File: src/rtl/fp_mul_seq.sv
// Sequential signed fixed-point multiplier, shift-add over magnitudes.
// Define FP_MUL_ROUND_EN for round-half-away-from-zero instead of truncation.
module fp_mul_seq #(
  parameter int FP_WIDTH = 25,
  parameter int FP_INT   = 4
) (
  input  logic                clk,
  input  logic                rst,
  input  logic                start,
  input  logic [FP_WIDTH-1:0] a,
  input  logic [FP_WIDTH-1:0] b,
  output logic                busy,
  output logic                done,
  output logic                valid,
  output logic                ovf,
  output logic [FP_WIDTH-1:0] val
);

  localparam int FBITS = FP_WIDTH - FP_INT;
  localparam int AW    = 2 * FP_WIDTH;
  localparam int CW    = $clog2(FP_WIDTH);

  localparam logic [1:0] S_IDLE = 2'd0;
  localparam logic [1:0] S_CALC = 2'd1;
  localparam logic [1:0] S_FIN  = 2'd2;

  localparam logic [CW-1:0] LAST = CW'(FP_WIDTH - 1);

  localparam logic [AW-1:0] MAX_POS =
    AW'({1'b0, {(FP_WIDTH-1){1'b1}}});
  localparam logic [AW-1:0] NEG_LIM =
    AW'({1'b1, {(FP_WIDTH-1){1'b0}}});

`ifdef FP_MUL_ROUND_EN
  localparam logic [AW-1:0] RND = AW'(1) << (FBITS - 1);
`else
  localparam logic [AW-1:0] RND = '0;
`endif

  localparam logic [FP_WIDTH-1:0] SAT_POS =
    {1'b0, {(FP_WIDTH-1){1'b1}}};
  localparam logic [FP_WIDTH-1:0] SAT_NEG =
    {1'b1, {(FP_WIDTH-1){1'b0}}};

  logic [1:0]          state;
  logic [CW-1:0]       cnt;
  logic [AW-1:0]       acc;
  logic [AW-1:0]       ma;
  logic [FP_WIDTH-1:0] mb;
  logic                sign;

  logic [FP_WIDTH-1:0] a_mag;
  logic [FP_WIDTH-1:0] b_mag;
  logic [AW-1:0]       acc_r;
  logic [AW-1:0]       mag;
  logic [FP_WIDTH-1:0] mag_w;
  logic [FP_WIDTH-1:0] res;
  logic                pos_ovf;
  logic                neg_ovf;

  // Most-negative input maps to 2^(W-1) as an unsigned magnitude.
  assign a_mag = a[FP_WIDTH-1] ? (~a + 1'b1) : a;
  assign b_mag = b[FP_WIDTH-1] ? (~b + 1'b1) : b;

  assign acc_r   = acc + RND;
  assign mag     = acc_r >> FBITS;
  assign mag_w   = mag[FP_WIDTH-1:0];
  assign res     = sign ? (~mag_w + 1'b1) : mag_w;
  assign pos_ovf = !sign && (mag > MAX_POS);
  assign neg_ovf = sign && (mag > NEG_LIM);

  always_ff @(posedge clk) begin
    if (rst) begin
      state <= S_IDLE;
      cnt   <= '0;
      acc   <= '0;
      ma    <= '0;
      mb    <= '0;
      sign  <= 1'b0;
      busy  <= 1'b0;
      done  <= 1'b0;
      valid <= 1'b0;
      ovf   <= 1'b0;
      val   <= '0;
    end else begin
      done <= 1'b0;
      case (state)
        S_IDLE: begin
          if (start) begin
            ma    <= AW'(a_mag);
            mb    <= b_mag;
            sign  <= a[FP_WIDTH-1] ^ b[FP_WIDTH-1];
            acc   <= '0;
            cnt   <= '0;
            busy  <= 1'b1;
            state <= S_CALC;
          end
        end
        S_CALC: begin
          if (mb[0]) acc <= acc + ma;
          ma  <= ma << 1;
          mb  <= mb >> 1;
          cnt <= cnt + 1'b1;
          if (cnt == LAST) state <= S_FIN;
        end
        S_FIN: begin
          if (pos_ovf) begin
            val   <= SAT_POS;
            ovf   <= 1'b1;
            valid <= 1'b0;
          end else if (neg_ovf) begin
            val   <= SAT_NEG;
            ovf   <= 1'b1;
            valid <= 1'b0;
          end else begin
            val   <= res;
            ovf   <= 1'b0;
            valid <= 1'b1;
          end
          done  <= 1'b1;
          busy  <= 1'b0;
          state <= S_IDLE;
        end
        default: begin
          busy  <= 1'b0;
          state <= S_IDLE;
        end
      endcase
    end
  end

endmodule

File: config.mk
export PLATFORM = sky130hd
export DESIGN_NAME = fp_mul_seq
export DESIGN_NICKNAME = d
export VERILOG_FILES = /design/src/rtl/fp_mul_seq.sv
export SDC_FILE = /design/constraint.sdc
export NUM_CORES = 1
export LEC_CHECK = 0
export CAP_MARGIN = 20
export CELL_PAD_IN_SITES_DETAIL_PLACEMENT = 0
export CELL_PAD_IN_SITES_GLOBAL_PLACEMENT = 1
export CORE_MARGIN = 2
export CORE_UTILIZATION = 40
export CTS_CLUSTER_DIAMETER = 100
export CTS_CLUSTER_SIZE = 24
export DETAILED_ROUTE_END_ITERATION = 7
export PLACE_DENSITY_LB_ADDON = 0.15
export SYNTH_ARGS = -nofsm -noshare
export SYNTH_HDL_FRONTEND = slang
export SYNTH_SLANG_ARGS = --single-unit
export TNS_END_PERCENT = 5
File: constraint.sdc
create_clock -name clk -period 3.5 [get_ports clk]
set_clock_uncertainty 0.05 [all_clocks]
set_input_delay 0.525 -clock clk [delete_from_list [all_inputs] [get_ports clk]]
set_output_delay 0.525 -clock clk [all_outputs]
set_load 0.005 [all_outputs]
==> run_results.csv, run 1 <==
group,metric,value,unit
layout,finish.instance_area,12600,um2
critical_path,critical_path.reg2reg.startpoint,"acc[21]",
power_and_ir_drop,pwr_per_cell_area,351,nW/um2
global_route,grt_pass1_wl,46700,um
floorplan,floorplan.initialDensity,0.408,
clock_tree,htreeDepth,4,
hold_path,holdCritPathClass,"input pin to flip-flop",
hold_path,timing.hold.worst.start,"rst",
sta,clock.fmax,292,MHz
critical_path,crit_path_start_kind,"input pin",
synthesis,synth_area_per_cell,7.72,um2
power_and_ir_drop,seqPwrFrac,0.443,
place,post_dp_cell_area,11900,um2
synthesis,yosys_register_bits,162,
synthesis,ys.warnings.count,0,
place,place_hpwl,20400,um
sta,min_period,3.42,ns
power_and_ir_drop,clock_power_frac,0.422,
clock_tree,clock_tree_from_tritoncts,"yes",
floorplan,die_area,27000,um2
global_route,globalRouteMet3Util,0.0298,
synthesis,syn_area,10300,um2
global_route,grt.overflow.total,0,
layout,filler_instances,2469,
critical_path,crit_arrival,3.72,ns
global_route,grt_util_all_layers,0.212,
hold_path,min_delay_path_depth,2,
critical_path,regToRegSetupSlack,0.15,ns
floorplan,pin_count,82,
layout,antenna_cells_inserted,0,
sta,final_setup_violations,0,
clock_tree,max-clock-path-buffers,2,
global_route,first_global_vias,9383,
critical_path,critical_path_class,"input pin to flip-flop",
place,placer_s_final_routability_congestion_estimate,0.922,
synthesis,post_synth_inst_count,1332,
synthesis,synth_sequential_area_ratio,0.316,
power_and_ir_drop,vdd_ir_drop_max,0.267,mV
layout,syn2layout_area_growth,22.8,%
critical_path,r2r-end,"val[17]",
global_route,antenna_found_initial,0,
sta,setup_slack,0.0807,ns
synthesis,yosys.cell_count.top_type,"sky130_fd_sc_hd__nor2_1",
routing,dr.pass1.iters,4,
sta,slew_headroom,0.363,
place,place.port_buffers,81,
synthesis,async_flop_share,0,
synthesis,most_area_consuming_cells_after_synthesis,"sky130_fd_sc_hd__dfxtp_1, sky130_fd_sc_hd__ha_1, sky130_fd_sc_hd__a21oi_1",
synthesis,synth_cell_types,70,
hold_path,holdPathEnd,"acc[0]",
sta,final_hold_viol_count,0,
clock_tree,cts_inserted_buffers,17,
synthesis,synth_largest_area_cell,"sky130_fd_sc_hd__dfxtp_1",
routing,drt_drc_violations_left,0,
sta,final_cycle_share,0.977,
floorplan,num_rows,58,
clock_tree,worst_setup_hold_path_clk_slew,0.08,ns
routing,detailedRoute.firstIterationViolations,571,
flow_run,max_cap_violations,0,
sta,final_max_slew_viol_count,0,
synthesis,synth-main-ff-cell,"sky130_fd_sc_hd__dfxtp_1",
power_and_ir_drop,p_leak,4.96,nW
routing,viasPerCell,5.43,
routing,finalWirelength,27700,um
global_route,grt_max_degree,51,
floorplan,design.core.area,25200,um2
routing,wl_per_cell,15.4,um
clock_tree,tritoncts_num_sinks,162,
synthesis,syn-num-nets,1441,
critical_path,critPathMaxFanout,3,
critical_path,cell_count_of_the_worst_reg_to_reg_path,13,
clock_tree,cts_hold_repair.buffers,0,
global_route,global_route_met1_usage,0.300,
power_and_ir_drop,comb_power_share,0.135,
sta,setup_repair_after_global_routing_missed_its_margin,"true",
clock_tree,worst_skew_pair.late_latency,0.44,ns
floorplan,chipHeight,164,um
clock_tree,root_buffer,"sky130_fd_sc_hd__clkbuf_16",
synthesis,synthDominantCellAreaShare,0.316,
power_and_ir_drop,power.net_switching,1.27,mW
layout,post_route_cells_drive_above_1_share,0.129,
global_route,gr-usage-met2,0.340,
routing,postRouteAntennaNets,0,
status,status,"finished, final reports clean",
global_route,global_route.peak_usage_layer,"met2",
synthesis,synth_enable_flop_cells,0,
sta,timing_worst_slew_pin_value,0.951,ns
place,place_ws,-0.483,ns
layout,nNetsFinal,1562,
power_and_ir_drop,power.internal,3.16,mW
power_and_ir_drop,p_sw_frac,0.286,
synthesis,synth_common_cells,"sky130_fd_sc_hd__nor2_1, sky130_fd_sc_hd__dfxtp_1, sky130_fd_sc_hd__nand2_1, sky130_fd_sc_hd__a21oi_1, sky130_fd_sc_hd__o21ai_0",
floorplan,chipWidth,164,um
critical_path,setup.worst_path.end_class,"flip-flop",
routing,detailroute.via_count,9753,
critical_path,worstPathRequired,3.80,ns
## layout by cell type (no fill, tap or decap), types with 22 or more instances in the layout
cell	instances
sky130_fd_sc_hd__buf_4	103
sky130_fd_sc_hd__xnor2_1	40
sky130_fd_sc_hd__nor2_1	165
sky130_fd_sc_hd__a21o_1	23
sky130_fd_sc_hd__nand3_1	46
sky130_fd_sc_hd__ha_1	54
sky130_fd_sc_hd__nor3_1	47
sky130_fd_sc_hd__clkdlybuf4s50_1	80
sky130_fd_sc_hd__a2111oi_0	28
sky130_fd_sc_hd__o21ai_0	75
sky130_fd_sc_hd__inv_1	22
sky130_fd_sc_hd__dfxtp_1	162
sky130_fd_sc_hd__a21oi_1	124
sky130_fd_sc_hd__nand2_1	135
sky130_fd_sc_hd__a22oi_1	35
sky130_fd_sc_hd__xor2_1	50
## area by class of cell
cell class / instances / area (um2) / area share
timing repair buffer: 184 / 1590 / 0.126
clock inverter: 13 / 138 / 0.0109
sequential: 162 / 3240 / 0.257
clock buffer: 19 / 433 / 0.0343
inverter: 23 / 86.3 / 0.00684
tap: 330 / 413 / 0.0327
multi-input combinational: 1065 / 6720 / 0.533
## state kept, by name, summed over array words and instances (netlist names), 2 cells and up
register / cells
ma: 50
mb: 25
state: 2
cnt: 5
acc: 50
val: 25
## power groups by stage
stage / Sequential (mW) / Clock [mW] / Combinational [mW]
2_1_floorplan: 1.98 / 0 / 0.380
3_3_place_gp: 2.01 / 0 / 0.586
3_5_place_dp: 2.01 / 0 / 0.587
4_1_cts: 1.96 / 1.91 / 0.592
5_1_grt: 1.97 / 1.99 / 0.675
6_report: 1.96 / 1.87 / 0.599
## layer usage
| metal | wire length (um) | share of wire |
|---|---|---|
| met1 | 14200 | 0.51 |
| met2 | 12300 | 0.44 |
| met3 | 910 | 0.033 |
| met4 | 309 | 0.011 |
| met5 | 0 | 0 |
## cell families (layout without fill, tap and decap cells)
group | count (synthesis) | after routing | synth area share
flops | 162 | 162 | 0.316
compound gates | 405 | 405 | 0.256
buf+inv | 105 | 239 | 0.0441
fa+ha+maj | 56 | 56 | 0.0689
simple gates | 511 | 511 | 0.236
xor+xnor | 90 | 90 | 0.0767
mux | 3 | 3 | 0.00292
## worst max-delay path: stages
cell and delay, ns:
sky130_fd_sc_hd__clkdlybuf4s50_1 0.44, sky130_fd_sc_hd__buf_4 0.15, sky130_fd_sc_hd__nor2_1 0.09, sky130_fd_sc_hd__nand2_1 0.07, sky130_fd_sc_hd__or3_1 0.33, sky130_fd_sc_hd__or4_4 0.44
sky130_fd_sc_hd__or4_4 0.44, sky130_fd_sc_hd__or4_4 0.45, sky130_fd_sc_hd__or4_4 0.43, sky130_fd_sc_hd__a2111oi_2 0.34
## how the worst max path moves through the flow
stage | start | to | slack (ns)
2_1_floorplan | a[1] | ma[24] | 0.17
3_3_place_gp | a[4] | ma[23] | -0.36
3_5_place_dp | a[4] | ma[21] | -0.48
4_1_cts | ma[0] | acc[38] | 0.005
5_1_grt | ma[0] | acc[48] | -0.04
6_report | a[2] | ma[24] | 0.08
## metrics by stage
stage,utilization,power (mW),setup TNS (ns),cells,hold slack [ns]
4_1_cts,0.496,4.47,0,1795,0.387
6_report,0.501,4.43,0,1796,0.395
5_1_grt,0.501,4.64,-0.171,1796,0.414
3_3_place_gp,0.473,2.59,-1.80,1763,0.398
3_5_place_dp,0.473,2.59,-2.43,1763,0.405
2_1_floorplan,-,2.36,0,1332,0.382
## repair_timing
action	in CTS	in global routing
setup buffers	0	1
endpoints found under the setup margin	5	37
resized for setup	4	31
pin swaps	0	2
Power figures use the tool's default switching activity.
==> run 2, diff against run 1 <==
Settings changed: ABC_AREA set to 0, CTS_CLUSTER_SIZE 24 to 28, HOLD_SLACK_MARGIN set to 0.12.
==> results of run 2 <==
Same layout as run 1: the final DEF is identical, and so are final timing and power.
